==> src/rtl/sel_mux_pipe.sv <==
// N-way WIDTH-bit operand selector with a registered valid/ready output stage and a 2-entry skid.
// Define SEL_MUX_PIPE_ERR_EN to add a sticky flag for out-of-range select codes.
module sel_mux_pipe #(
    parameter int unsigned WIDTH  = 32,
    parameter int unsigned NUM_IN = 3,
    parameter int unsigned SEL_W  = 2
) (
    input  logic                    clk,
    input  logic                    reset,
    input  logic [NUM_IN*WIDTH-1:0] in_data,
    input  logic [SEL_W-1:0]        in_sel,
    input  logic                    in_valid,
    output logic                    in_ready,
    output logic [WIDTH-1:0]        out_data,
    output logic [SEL_W-1:0]        out_sel,
    output logic                    out_valid,
    input  logic                    out_ready,
    input  logic                    err_clr,
    output logic                    err
);

    typedef enum logic [1:0] {StEmpty, StOne, StFull} state_e;

    state_e           state_q, state_d;
    logic [WIDTH-1:0] main_data_q, main_data_d;
    logic [WIDTH-1:0] skid_data_q, skid_data_d;
    logic [SEL_W-1:0] main_sel_q, main_sel_d;
    logic [SEL_W-1:0] skid_sel_q, skid_sel_d;
    logic             in_ready_q;
    logic             in_xfer;
    logic [WIDTH-1:0] sel_word;

    // Codes at or above NUM_IN fall through to input 0.
    always_comb begin
        sel_word = in_data[WIDTH-1:0];
        for (int unsigned k = 1; k < NUM_IN; k++) begin
            if (in_sel == SEL_W'(k)) begin
                sel_word = in_data[k*WIDTH +: WIDTH];
            end
        end
    end

    assign in_xfer = in_valid & in_ready_q;

    always_comb begin
        state_d     = state_q;
        main_data_d = main_data_q;
        main_sel_d  = main_sel_q;
        skid_data_d = skid_data_q;
        skid_sel_d  = skid_sel_q;
        unique case (state_q)
            StEmpty: begin
                if (in_xfer) begin
                    state_d     = StOne;
                    main_data_d = sel_word;
                    main_sel_d  = in_sel;
                end
            end
            StOne: begin
                if (in_xfer && out_ready) begin
                    main_data_d = sel_word;
                    main_sel_d  = in_sel;
                end else if (in_xfer) begin
                    state_d     = StFull;
                    skid_data_d = sel_word;
                    skid_sel_d  = in_sel;
                end else if (out_ready) begin
                    state_d = StEmpty;
                end
            end
            StFull: begin
                // in_ready is low here, so only the drain path applies.
                if (out_ready) begin
                    state_d     = StOne;
                    main_data_d = skid_data_q;
                    main_sel_d  = skid_sel_q;
                end
            end
            default: state_d = StEmpty;
        endcase
    end

    always_ff @(posedge clk) begin
        if (reset) begin
            state_q     <= StEmpty;
            main_data_q <= '0;
            main_sel_q  <= '0;
            skid_data_q <= '0;
            skid_sel_q  <= '0;
            in_ready_q  <= 1'b1;
        end else begin
            state_q     <= state_d;
            main_data_q <= main_data_d;
            main_sel_q  <= main_sel_d;
            skid_data_q <= skid_data_d;
            skid_sel_q  <= skid_sel_d;
            in_ready_q  <= (state_d != StFull);
        end
    end

    assign in_ready  = in_ready_q;
    assign out_valid = (state_q != StEmpty);
    assign out_data  = main_data_q;
    assign out_sel   = main_sel_q;

`ifdef SEL_MUX_PIPE_ERR_EN
    logic err_q;
    logic sel_oor;

    assign sel_oor = (32'(in_sel) >= NUM_IN);

    // A new out-of-range transfer takes priority over a clear in the same cycle.
    always_ff @(posedge clk) begin
        if (reset) begin
            err_q <= 1'b0;
        end else if (in_xfer && sel_oor) begin
            err_q <= 1'b1;
        end else if (err_clr) begin
            err_q <= 1'b0;
        end
    end

    assign err = err_q;
`else
    logic unused_err_clr;

    assign unused_err_clr = err_clr;
    assign err            = 1'b0;
`endif

endmodule

==> config.mk <==
export PLATFORM = sky130hd
export DESIGN_NAME = sel_mux_pipe
export DESIGN_NICKNAME = d
export VERILOG_FILES = /design/src/rtl/sel_mux_pipe.sv
export SDC_FILE = /design/constraint.sdc
export NUM_CORES = 1
export LEC_CHECK = 0
export BUFFER_PORTS_ARGS = -buffer_cell sky130_fd_sc_hd__buf_4
export CAP_MARGIN = 20
export CORE_MARGIN = 4
export CORE_UTILIZATION = 30
export CTS_CLUSTER_SIZE = 24
export DETAILED_ROUTE_END_ITERATION = 16
export HOLD_SLACK_MARGIN = 0.02
export PLACE_DENSITY = 0.64
export SKIP_CTS_REPAIR_TIMING = 1
export SLEW_MARGIN = 20
export SYNTH_ARGS = -nofsm -noshare
export SYNTH_HDL_FRONTEND = slang
export SYNTH_SLANG_ARGS = --single-unit
==> constraint.sdc <==
create_clock -name clk -period 3.05 [get_ports clk]
set_clock_uncertainty 0.15 [all_clocks]
set_input_delay 0.1525 -clock clk [delete_from_list [all_inputs] [get_ports clk]]
set_output_delay 0.1525 -clock clk [all_outputs]
set_load 0.02 [all_outputs]
### After elaboration in Yosys (flattened, before gate mapping)

Index checks and enable logic that the tools add are counted.

* output and inout bits: 37
* memories: 0
* latch bits: 0
* bits in read-only memories: 0
* bits in registers: 71
* memory bits (writable): 0
* input port bits: 103

* multipliers: 0
* reductions and logical operators: 6
* order comparisons: 0
* muxes and demuxes: 16
* $add $sub $neg: 0
* shifts and indexed selects: 0
* div/mod/pow operators: 0
* equal/unequal tests: 8
* bitwise gates (word level): 2

Operator list (number)
* 2-to-1 mux 32 bit: 5
* one-hot mux 32 bit (3 select lines): 1
* 2-to-1 mux 2 bit: 8
* one-hot mux 2 bit (3 select lines): 2
* inequality test 2 bit (second input constant): 4
* == test 2 x 1 -> 1 bit (second input constant): 2
* == test 2 bit (second input constant): 2
* AND reduction 4 bit: 1
* AND reduction 3 bit: 1
* nonzero test 3 bit: 1
* zero test 2 bit: 1
* nonzero test 2 bit: 1
* bitwise AND 1 bit: 1
* logical AND 1 bit: 1
* NOT 1 bit: 1

### Logic depth before layout (Yosys ltp)

* word-level depth: 5
* gate-level depth with buffers: 7
* depth with buffers taken out: 4

### Worst setup path before layout

No wires, ideal clock.

* path type: register -> register
* start point: reg in_ready_q (netlist: in_ready)
* end point: reg main_data_q[10] (netlist: out_data[10])
* slack: 1.235 ns
* data required time: 2.768 ns
* stages on the path, launching flop included: 6
* buffers on the path: 1
* arrival: 1.533 ns
* cell sequence: dfxtp_1 nand2_1 o31a_1 clkbuf_1 a2111oi_0 nor3_1

* cells in the longest elaborated chain, start to end: 4

Ends and longest elaborated chain
* from (decl): RTL line 29 `logic in_ready_q;`
* from (signal assigned): RTL line 97 `in_ready_q <= (state_d != StFull);`
* bitwise AND 1 bit (*): RTL line 43 `assign in_xfer = in_valid & in_ready_q;`
* logical AND 1 bit: RTL line 60 `if (in_xfer && out_ready) begin`
* inequality test 2 bit (no line)
* AND reduction 4 bit (no line) (*)
* to (signal assigned): RTL line 93 `main_data_q <= main_data_d;`
* to (decl): RTL line 25 `logic [WIDTH-1:0] main_data_q, main_data_d;`

Mark *: on every way between the ends. The rest lies on a longest branch, timed or not.
A chain may end at the register's enable or synchronous reset.

### Worst setup path after layout

* start point: in out_ready
* end point: reg main_sel_q[0] (netlist: out_sel[0])

* cells in the longest elaborated chain, start to end: 3

Ends and longest elaborated chain
* from (decl): RTL line 17 `input logic out_ready,`
* logical AND 1 bit: RTL line 60
* inequality test 2 bit (no line)
* AND reduction 4 bit (no line) (*)
* to (signal assigned): RTL line 94 `main_sel_q <= main_sel_d;`
* to (decl): RTL line 27 `logic [SEL_W-1:0] main_sel_q, main_sel_d;`

Marks and branches as above.

==> run metrics <==
asr flop ratio synth 0%; uppermost layer routed met4; M1 wire length 5.04 mm; Hold WS 0.0587 ns; worst flop-to-flop path startpoint in_ready$_SDFF_PP1_; clock root cell clkbuf_16; vias in the first global route 4004; number of antenna violations at the first check in global routing 0; Setup TNS Final 0 ns; Worst EP arrival 2.38 ns; Layout Nets 652; number of flops mapped to enable cells by yosys 0; Final Util 41.7%; largest net degree at the start of global routing 58; Syn-to-layout area delta 34.8%; total grt overflow 0; worst hold path stage count 3; worst-path fanout max 19; Worst path slowest cell o31ai_4; CP startpoint out_ready; # setup viols final 0; floorplan core area 13300 um^2; Clock Tree Buf Depth 2; length of routed met2 wiring 5.94 mm; Unique masters post-synth 28; dominant cells by area after synthesis dfxtp_1 (34%), mux2i_1 (24%), nor3_1 (7.8%), a2111oi_0 (6.8%), a22o_1 (6.8%); register bit total from synthesis 71; total track usage 14.9%; synthesized area 4130 um^2; FF-to-FF setup slack 0.79 ns; TritonCTS clock tree done; critical path's largest stage delay 0.68 ns; Slew HR 43.7%; Die X 125 um; Worst-Skew Late Latency 0.32 ns; initial DRC count 157; Slew Viols, Final 0; Seq. cell area 1420 um^2; DR pass1 iterations 5; clock net sink count 71; Largest delay share family, worst path buffers and inverters; CTS HTree Levels 3; layout cells sized above 1 30.9%; Final HPWL DP 8.31 mm; Setup crit start kind primary input; post-route cell area 5560 um^2; Initial Util 30.9%; Top FF cell, synth dfxtp_1; YS warnings 0; crit path kind primary input to flop; crit path capture out_sel[0]$_SDFFE_PP0P_; I/O Buffers 137; routed via count 3855; CP Buf/Inv Count 3; first-pass GRT wire length 19.5 mm; crit-path cells dlygate4sd3_1 > buf_4 > and2b_4 > o31ai_4 > buf_4 > nor2_1 > a211oi_1; crit path time final 2.29 ns; commonest non-fill, non-tap cell in the layout buf_4; status completed; average size of a mapped cell 9.42 um^2; DRC viols 0; drt via density 5.28; maxcap violations 0; Die Ht 125 um; pwr dens 505 nW/um^2; Req. time, crit path 3.14 ns; Seq/Total Area, Yosys 34.4%; hold violation total from the final report 0; met3 wire length 651 um; Synth Net Count 541; Critical Path Stages 7; final worst path period share 75.0%; TritonCTS Buffers 9; placed cell area 5220 um^2; Crit. End Element flop; min-delay worst type primary input to flop; Worst VDD drop 0.259 mV; commonest cells after routing, fill and taps aside buf_4 (146), mux2i_1 (101), dfxtp_1 (71); unrepaired setup endpoints after global routing false; Leak 2.48 nW; wire length per cell 16.2 um; Antenna Nets Post-Route 0; area leader, netlist dfxtp_1; routed wire length 11.8 mm; most frequent CP cell buf_4; ant diodes 0; fmax 437 MHz; row count 42; Reg clk slew, reported paths 0.06 ns; area fraction of the dominant cell type after synthesis 34.4%; combined area of the multi-input logic cells 2440 um^2; final RePlAce weighted congestion 0.764; worst slew pin tran 0.845 ns; RR Endpoint out_sel[0]$_SDFFE_PP0P_; R2R depth 5; fillers 1312; die area 15700 um^2; post-synthesis cell count 438; Top Ports 140
==> kinds of logic (layout without fill, tap and decap cells) <==
logic type             count (synthesis)  after routing  share of synthesized area (%)
other                                  1              1                         0.0908
buffers and inverters                 50            166                           6.79
muxes                                101            101                           24.5
AOI/OAI and AO/OA                     71             71                           15.3
and+or+nand+nor                      144            144                           18.9
DFF                                   71             71                           34.4
==> cell type report <==
class                      instances  area share [%]
multi-input combinational        317            43.8
sequential                        71            25.6
timing repair buffer             149            20.6
clock buffer                      11            4.54
tap                              176            3.96
clock inverter                     5            1.44
inverter                           1          0.0675
==> state kept, by name (all words and copies together) (netlist names) <==
register and count:
skid_data_q 32, out_data 32, skid_sel_q 2, in_ready 1, out_sel 2, state_q 2
==> cells in the mapped netlist, types with 2 or more instances <==
cell type and instances:
mux2i_1 101, dfxtp_1 71, nor3_1 64, nor2_1 38
a2111oi_0 32, a22o_1 32, nor3b_1 32, clkbuf_1 21
buf_2 17, buf_6 9, a211oi_1 2, nand2_1 2
nor2b_1 2
==> stage by stage <==
stage | power [mW] | std cells | setup slack (ns)
after floorplan | 1.42 | 438 | 1.24
after global placement | 1.65 | 713 | 0.804
after detailed placement | 1.68 | 713 | 0.759
after CTS | 2.84 | 729 | 0.740
after global routing | 2.94 | 730 | 0.535
final | 2.81 | 730 | 0.763
==> worst min path at each step <==
stage | startpoint | to | slack (ns)
after floorplan | out_ready | in_ready$_SDFF_PP1_ | 0.12
after global placement | out_ready | in_ready$_SDFF_PP1_ | 0.24
after detailed placement | out_ready | in_ready$_SDFF_PP1_ | 0.26
after CTS | out_ready | in_ready$_SDFF_PP1_ | -0.08
after global routing | in_valid | in_ready$_SDFF_PP1_ | 0.07
final | in_valid | in_ready$_SDFF_PP1_ | 0.06
==> worst register-to-register path, cell delays in order (launching register included) <==
cell and delay [ns]:
dfxtp_1 0.35, nand2_1 0.20, o31ai_4 0.78, buf_4 0.42, nor2_1 0.08, a211oi_1 0.21
==> power by group <==
group | internal, mW | leakage, nW | total (mW) | switching (mW)
clock | 0.759 | 0.158 | 1.16 | 0.400
combinational | 0.297 | 1.74 | 0.624 | 0.326
sequential | 0.991 | 0.582 | 1.03 | 0.0377
==> metal layers <==
metal	vias up	global-route usage, %
li1	1881	-
met1	1843	17.5
met2	114	26.7
met3	17	3.97
met4	0	4.34
met5	-	0
Note: power is estimated with default switching activity, not from simulation.
